[src/rtl/in_fm_ld_padder.sv]
// Input-feature-map load padder: walks one tile in (tn, tr, tc) order, pops in-bounds
// elements from a first-word-fall-through FIFO and emits zero for out-of-bounds padding.
module in_fm_ld_padder #(
    parameter int CW = 16,
    parameter int DW = 32,
    parameter int N  = 32,
    parameter int R  = 64,
    parameter int C  = 32,
    parameter int Tn = 16,
    parameter int Tr = 64,
    parameter int Tc = 16
) (
    input  logic          clk,
    input  logic          rst,
    input  logic          start,
    input  logic [CW-1:0] tile_base_n,
    input  logic [CW-1:0] tile_base_row,
    input  logic [CW-1:0] tile_base_col,
    input  logic          fifo_empty,
    input  logic [DW-1:0] data_from_fifo,
    output logic          fifo_pop,
    output logic          out_valid,
    output logic [DW-1:0] out_data,
    input  logic          out_ready,
    output logic          busy,
    output logic          done,
    output logic [1:0]    state_dbg
);

    // Handshake: an element moves downstream in any cycle where out_valid && out_ready;
    // while out_valid && !out_ready the output register holds value and valid unchanged.
    typedef enum logic [1:0] {
        S_IDLE  = 2'd0,
        S_RUN   = 2'd1,
        S_DRAIN = 2'd2,
        S_DONE  = 2'd3
    } state_t;

    localparam logic [CW:0]   N_W     = (CW+1)'(N);
    localparam logic [CW:0]   R_W     = (CW+1)'(R);
    localparam logic [CW:0]   C_W     = (CW+1)'(C);
    localparam logic [CW-1:0] TN_LAST = CW'(Tn - 1);
    localparam logic [CW-1:0] TR_LAST = CW'(Tr - 1);
    localparam logic [CW-1:0] TC_LAST = CW'(Tc - 1);

    state_t        state_q;
    logic [CW-1:0] base_n_q, base_row_q, base_col_q;
    logic [CW-1:0] tn_q, tr_q, tc_q;
    logic          out_valid_q;
    logic [DW-1:0] out_data_q;
    logic          busy_q;
    logic          done_q;

    logic [CW:0]   sum_n, sum_row, sum_col;
    logic          legal;
    logic          stage_free;
    logic          issue;
    logic          last_elem;

    // Bounds sums carry one extra bit so base + offset can never wrap into range.
    always_comb begin
        sum_n      = {1'b0, base_n_q}   + {1'b0, tn_q};
        sum_row    = {1'b0, base_row_q} + {1'b0, tr_q};
        sum_col    = {1'b0, base_col_q} + {1'b0, tc_q};
        legal      = (sum_n < N_W) && (sum_row < R_W) && (sum_col < C_W);
        stage_free = !out_valid_q || out_ready;
        issue      = !rst && (state_q == S_RUN) && stage_free && (!legal || !fifo_empty);
        last_elem  = (tc_q == TC_LAST) && (tr_q == TR_LAST) && (tn_q == TN_LAST);
    end

    always_ff @(posedge clk) begin
        if (rst) begin
            state_q     <= S_IDLE;
            base_n_q    <= '0;
            base_row_q  <= '0;
            base_col_q  <= '0;
            tn_q        <= '0;
            tr_q        <= '0;
            tc_q        <= '0;
            out_valid_q <= 1'b0;
            out_data_q  <= '0;
            busy_q      <= 1'b0;
            done_q      <= 1'b0;
        end else begin
            done_q <= 1'b0;

            if (issue) begin
                out_valid_q <= 1'b1;
                out_data_q  <= legal ? data_from_fifo : '0;
            end else if (out_ready) begin
                out_valid_q <= 1'b0;
            end

            case (state_q)
                S_IDLE: begin
                    if (start) begin
                        base_n_q   <= tile_base_n;
                        base_row_q <= tile_base_row;
                        base_col_q <= tile_base_col;
                        tn_q       <= '0;
                        tr_q       <= '0;
                        tc_q       <= '0;
                        busy_q     <= 1'b1;
                        state_q    <= S_RUN;
                    end
                end
                S_RUN: begin
                    if (issue) begin
                        if (tc_q == TC_LAST) begin
                            tc_q <= '0;
                            if (tr_q == TR_LAST) begin
                                tr_q <= '0;
                                tn_q <= (tn_q == TN_LAST) ? '0 : tn_q + 1'b1;
                            end else begin
                                tr_q <= tr_q + 1'b1;
                            end
                        end else begin
                            tc_q <= tc_q + 1'b1;
                        end
                        if (last_elem) begin
                            state_q <= S_DRAIN;
                        end
                    end
                end
                S_DRAIN: begin
                    // Final element leaves this cycle (or already left): done follows next cycle.
                    if (stage_free) begin
                        done_q  <= 1'b1;
                        state_q <= S_DONE;
                    end
                end
                S_DONE: begin
                    busy_q  <= 1'b0;
                    state_q <= S_IDLE;
                end
                default: begin
                    state_q <= S_IDLE;
                end
            endcase
        end
    end

    assign fifo_pop  = issue && legal;
    assign out_valid = out_valid_q;
    assign out_data  = out_data_q;
    assign busy      = busy_q;
    assign done      = done_q;
    assign state_dbg = state_q;

endmodule

[config.mk]
export PLATFORM = sky130hd
export DESIGN_NAME = in_fm_ld_padder
export DESIGN_NICKNAME = d
export VERILOG_FILES = /design/src/rtl/in_fm_ld_padder.sv
export SDC_FILE = /design/constraint.sdc
export NUM_CORES = 1
export LEC_CHECK = 0
export CAP_MARGIN = 10
export CELL_PAD_IN_SITES_DETAIL_PLACEMENT = 0
export CELL_PAD_IN_SITES_GLOBAL_PLACEMENT = 1
export CORE_ASPECT_RATIO = 1.75
export CORE_MARGIN = 2
export CORE_UTILIZATION = 40
export CTS_CLUSTER_SIZE = 12
export DETAILED_ROUTE_END_ITERATION = 10
export PLACE_DENSITY_LB_ADDON = 0.1
export SLEW_MARGIN = 20
export SYNTH_ARGS = -nofsm -noshare
export SYNTH_HDL_FRONTEND = slang
export SYNTH_SLANG_ARGS = --single-unit
[constraint.sdc]
create_clock -name clk -period 4.3 [get_ports clk]
set_input_delay 0.86 -clock clk [delete_from_list [all_inputs] [get_ports clk]]
set_output_delay 0.86 -clock clk [all_outputs]
set_load 0.05 [all_outputs]
After elaboration in Yosys (flattened, before gate mapping)
Cells that the tools add are included.
Widths: inputs -> output; s select.
{"block": "totals", "output_inout_bits": 38, "elab_cells": 82, "register_bits": 133, "inputBits": 85}
{"block": "op_classes", "add_sub_neg": 6, "bitwise": 1, "n_eq_ne": 12, "order_cmp": 3, "n_reduce_logical": 25, "mux": 24}
{"op": "$mux 16", "n": 10}
{"op": "$pmux 16 s2", "n": 3}
{"op": "$add 16x16->17", "n": 3}
{"op": "$add 16x1->16 const B", "n": 3}
{"op": "$lt 17x6->1 const B", "n": 2}
{"op": "$eq 16x4->1 const B", "n": 2}
{"op": "$mux 32", "n": 1}
{"op": "$lt 17x7->1 const B", "n": 1}
{"op": "$eq 16x6->1 const B", "n": 1}
{"op": "$logic_and 1x1->1", "n": 8}
{"op": "$mux 2", "n": 4}
{"op": "$ne 2x2->1 const B", "n": 4}
{"op": "$pmux 2 s4", "n": 1}
{"op": "$reduce_and 4->1", "n": 2}
{"op": "$reduce_bool 2->1", "n": 3}
{"op": "$reduce_and 5->1", "n": 1}
{"op": "$eq 2x2->1 const B", "n": 2}
{"op": "$logic_not 1->1", "n": 4}
{"op": "$mux 1", "n": 4}
{"op": "$ne 2x1->1 const B", "n": 2}
{"op": "$reduce_and 2->1", "n": 2}
{"op": "$reduce_and 3->1", "n": 1}
{"op": "$eq 2x1->1 const B", "n": 1}
{"op": "$logic_not 2->1", "n": 1}
{"op": "other kinds (4)", "n": 5}

Depth between registers and ports, before layout
{"block": "depth", "depth_word": 9, "ltp_mapped": 13, "ltp_nobuf": 11}

Worst setup path before layout
OpenSTA, ideal clock, no wires.
{"block": "synth_timing", "path_type": "register to output", "startpoint": "register tn_q[5]", "endpoint": "output fifo_pop", "t_required_ns": 3.440, "n_path_buf": 1, "t_arrival_ns": 3.176, "path_stages_with_launch": 11, "slack_ns": 0.264, "path_cell_list": "dfxtp_1 ha_1 a21o_1 a221o_1 a2111oi_4 nor4_1 o31ai_1 o2111ai_1 or3_4 nor3_4 buf_2"}
{"block": "synth_between", "elab_chain_len": 8}
{"element": "start: declaration", "line_no": "48", "rtl": "logic [CW-1:0] tn_q, tr_q, tc_q;"}
{"element": "start signal: assignment", "line_no": "113", "rtl": "tn_q <= (tn_q == TN_LAST) ? '0 : tn_q + 1'b1;"}
{"element": "$add 16x16->17 (*)", "line_no": "62", "rtl": "sum_n = {1'b0, base_n_q} + {1'b0, tn_q};"}
{"element": "$lt 17x6->1 (*)", "line_no": "65", "rtl": "legal = (sum_n < N_W) && (sum_row < R_W) && (sum_col < C_W);"}
{"element": "$logic_and 1x1->1 (*) (2 in a row)", "line_no": "65"}
{"element": "$logic_not 1->1", "line_no": "67", "rtl": "issue = !rst && (state_q == S_RUN) && stage_free && (!legal || !fifo_empty);"}
{"element": "$logic_or 1x1->1", "line_no": "67"}
{"element": "$logic_and 1x1->1", "line_no": "67"}
{"element": "$logic_and 1x1->1 (*)", "line_no": "143", "rtl": "assign fifo_pop = issue && legal;"}
{"element": "end: declaration", "line_no": "21", "rtl": "output logic fifo_pop,"}
Mark *: on every way between the ends. The rest lies on a longest branch, timed or not.

Worst setup path in the final report
{"block": "layout_timing", "startpoint": "register base_row_q[1]", "endpoint": "output fifo_pop"}
{"block": "layout_between", "elab_chain_len": 8}
{"element": "start: declaration", "line_no": "47", "rtl": "logic [CW-1:0] base_n_q, base_row_q, base_col_q;"}
{"element": "start signal: assignment", "line_no": "98", "rtl": "base_row_q <= tile_base_row;"}
{"element": "$add 16x16->17 (*)", "line_no": "63", "rtl": "sum_row = {1'b0, base_row_q} + {1'b0, tr_q};"}
{"element": "$lt 17x7->1 (*)", "line_no": "65"}
{"element": "$logic_and 1x1->1 (*) (2 in a row)", "line_no": "65"}
{"element": "$logic_not 1->1", "line_no": "67"}
{"element": "$logic_or 1x1->1", "line_no": "67"}
{"element": "$logic_and 1x1->1", "line_no": "67"}
{"element": "$logic_and 1x1->1 (*)", "line_no": "143"}
Marked as above.

==> flow_summary.ini <==
[timing]
min_period_ns = 4.250
rsz0062_at_grt = yes
report.final.slew_viol_count = 0
hold_viol_final = 0
finalSetupViolCount = 0
period_share_pct = 98.83
clock-skew-final_ns = 0.009712
holdWs_ns = 0.4536
fmax_mhz = 235.3
worstMarginPinSlew_ns = 0.7164
maxSlewHeadroom_pct = 51.74

[grt]
overflow = 0
grt_pass1_wl_um = 43680
grt_use_total_pct = 26.13
grt_pass1_vias = 8134
antenna_found_initial = 0
grt_max_degree = 52

[min_path]
min_to = base_n_q[0]
hold_depth = 2
hold_start = base_n_q[0]
hp-class = register to register

[cts]
cts_tree = built
cts_max_level = 4
path_clk_slew_ns = 0.06
clock-root-buffer = clkbuf_16
cts_made_buffers = 17
insertion_delay_ns = 0.44
cts.sinks = 133
cts_buffer_depth = 2

[floorplanning]
coreArea_sq_um = 19650
start_util_pct = 40.67
die_w_um = 110.9
num_io_pins = 123
fp.dieH_um = 191.0
die_area_sq_um = 21170
rows = 68

[yosys]
synthSimpleGateAreaFrac_pct = 24.73
synth_area_sq_um = 7993
yosys.area_share.adder_pct = 8.140
synthMuxAreaShare_pct = 1.018
synth_compound_area_share_pct = 27.93
synth-xor-area-share_pct = 0.7671
ys_async_sr_fraction_pct = 0
syn_avg_cell_area_sq_um = 7.977
ys_ff_latch = 133
ys_types = 77
synth_edf_count = 0
yosysSeqAreaShare_pct = 33.31
syn-num-nets = 1139
synth_cells = 1002
yosysWarnings = 0
synth_top_family_by_area = compound AO/OA/AOI/OAI gates
ys.flop_type = dfxtp_1

[worst_setup_path]
ff2ff_path_depth = 19
required_ns = 3.44
worstSetupPathType = register to output port
rrSetupSlack_ns = 0.17
reg2reg_from = tc_q[13]
cp_data_arrival_time_ns = 3.39
cp-end-kind = output port
worstSetupStartpointType = register
cp_max_fo = 5
timing.rr.end = tn_q[9]

[route]
drc = 0
avgViaCountPerCell = 5.817
ant_nets = 0
vias = 8242
drt_iter0_markers = 446
totalWireLength_um = 28040
drt-wirelength-per-cell_um = 19.79
dr.pass1.iters = 5

[placed_design]
postPlaceCellArea_sq_um = 9713
finalWeightedCongestion = 0.9784
io_buffer_count = 122
dp_hpwl_um = 20970
dp_cells = 1367

[finish]
nets = 1296
area_growth_syn_to_layout_pct = 35.52
layout_common_cells = 130 x nand2_1, 120 x clkdlybuf4s50_1, 114 x dfxtp_1, 91 x a21oi_1, 81 x nor2_1
finalInstanceArea_sq_um = 10830
drive_gt1_share_pct = 16.55
final_cells = 1417
final_common_cell = nand2_1
diodes = 0

[pwr]
leakage_nw = 4.229
peakVddDrop_mv = 0.2596
cellPowerDensity_nw_per_um2 = 400.5

[run_status]
status = finished, final reports clean

[job]
maxCapViolations = 0
## kinds of logic after synthesis
group                      count (synthesis)
buffers and inverters                     80
xor gates and xnor gates                   7
muxes                                      8
DFF                                      133
and+or+nand+nor                          400
adders and majority gates                 52
AOI/OAI and AO/OA                        322
## cells in the mapped netlist, types with 10 or more instances
| cell | number | area, sq um |
|---|---|---|
| dfxtp_1 | 133 | 2663 |
| nand2_1 | 132 | 495.5 |
| a21oi_1 | 96 | 480.5 |
| nor2_1 | 83 | 311.6 |
| ha_1 | 52 | 650.6 |
| o21ai_0 | 48 | 240.2 |
| and3_1 | 44 | 275.3 |
| a22oi_1 | 36 | 270.3 |
| clkbuf_1 | 31 | 116.4 |
| inv_1 | 31 | 116.4 |
| nand3_1 | 30 | 150.1 |
| o22a_1 | 22 | 192.7 |
| nand4_1 | 18 | 112.6 |
| nor4_1 | 16 | 100.1 |
| a21o_1 | 13 | 97.59 |
| nor3_1 | 13 | 65.06 |
| o21a_1 | 11 | 82.58 |
| a31oi_1 | 10 | 62.56 |
| nor2b_1 | 10 | 62.56 |
| o31ai_1 | 10 | 75.07 |
## layer usage
metal / vias to the layer above / GRT usage (%) / share of wire [%]
met5: - / 0 / 0
met4: 0 / 11.59 / 4.0
met3: 67 / 4.724 / 3.5
met2: 207 / 50.57 / 54
met1: 3944 / 27.14 / 38
li1: 4024 / - / -
## power breakdown
| part | switching [mW] | internal (mW) |
|---|---|---|
| clock network | 0.576 | 0.940 |
| logic | 0.872 | 0.549 |
| registers | 0.0781 | 1.32 |
| total | 1.53 | 2.81 |
## what timing repair did
item	4_1_cts	5_1_grt
hold endpoints to repair	0	0
pin swaps	16	28
cloned	0	1
hold buffers	0	0
setup buffers	7	11
gates resized for setup	32	59
endpoints found under the setup margin	1	65
## how the worst max path moves through the flow
stage                       start       end
floorplan                 tn_q[5]  fifo_pop
global placement          tn_q[5]  fifo_pop
detailed placement        tn_q[5]  fifo_pop
CTS                 base_row_q[1]  fifo_pop
global route              tr_q[7]  fifo_pop
finish              base_row_q[1]  fifo_pop
## cell type report
| class | count | area (sq um) |
|---|---|---|
| fillers | 1909 | 8822 |
| flip-flops and latches | 133 | 2694 |
| clock inverters | 12 | 150.1 |
| clock buffers | 20 | 456.7 |
| multi-input cells | 789 | 5346 |
| inverters | 32 | 120.1 |
| well taps | 245 | 306.5 |
| repair buffers | 186 | 1758 |
## metrics by stage
stage          setup TNS [ns]  utilization (%)  power [mW]  setup slack (ns)
6_report                    0            55.11       4.338           0.05013
2_1_floorplan               0                -       2.219            0.2638
5_1_grt               -0.1242            55.11       4.567           -0.1242
3_5_place_dp                0            49.42       2.730            0.1603
3_3_place_gp                0            49.42       2.730            0.1906
4_1_cts                     0            53.58       4.318          0.006705
## registers in the layout, summed over array words and instances, names as in the netlist
register and cells:
busy 1, tc_q 16, state_dbg 2, out_valid 1, out_data 32, base_row_q 16, base_col_q 16, tr_q 16
done 1, base_n_q 16, tn_q 16
## worst max-delay path: stages, from the launching register on
cell and delay [ns]:
dfxtp_1 0.31, ha_1 0.31, a311oi_2 0.31, o21bai_2 0.14, buf_4 0.17, a22oi_1 0.32, mux2i_2 0.17, a2111oi_4 0.31
nand2_1 0.10, or3_4 0.40, nor3_4 0.13, buf_6 0.14, buf_12 0.13
Note: power is estimated with default switching activity, not from simulation.
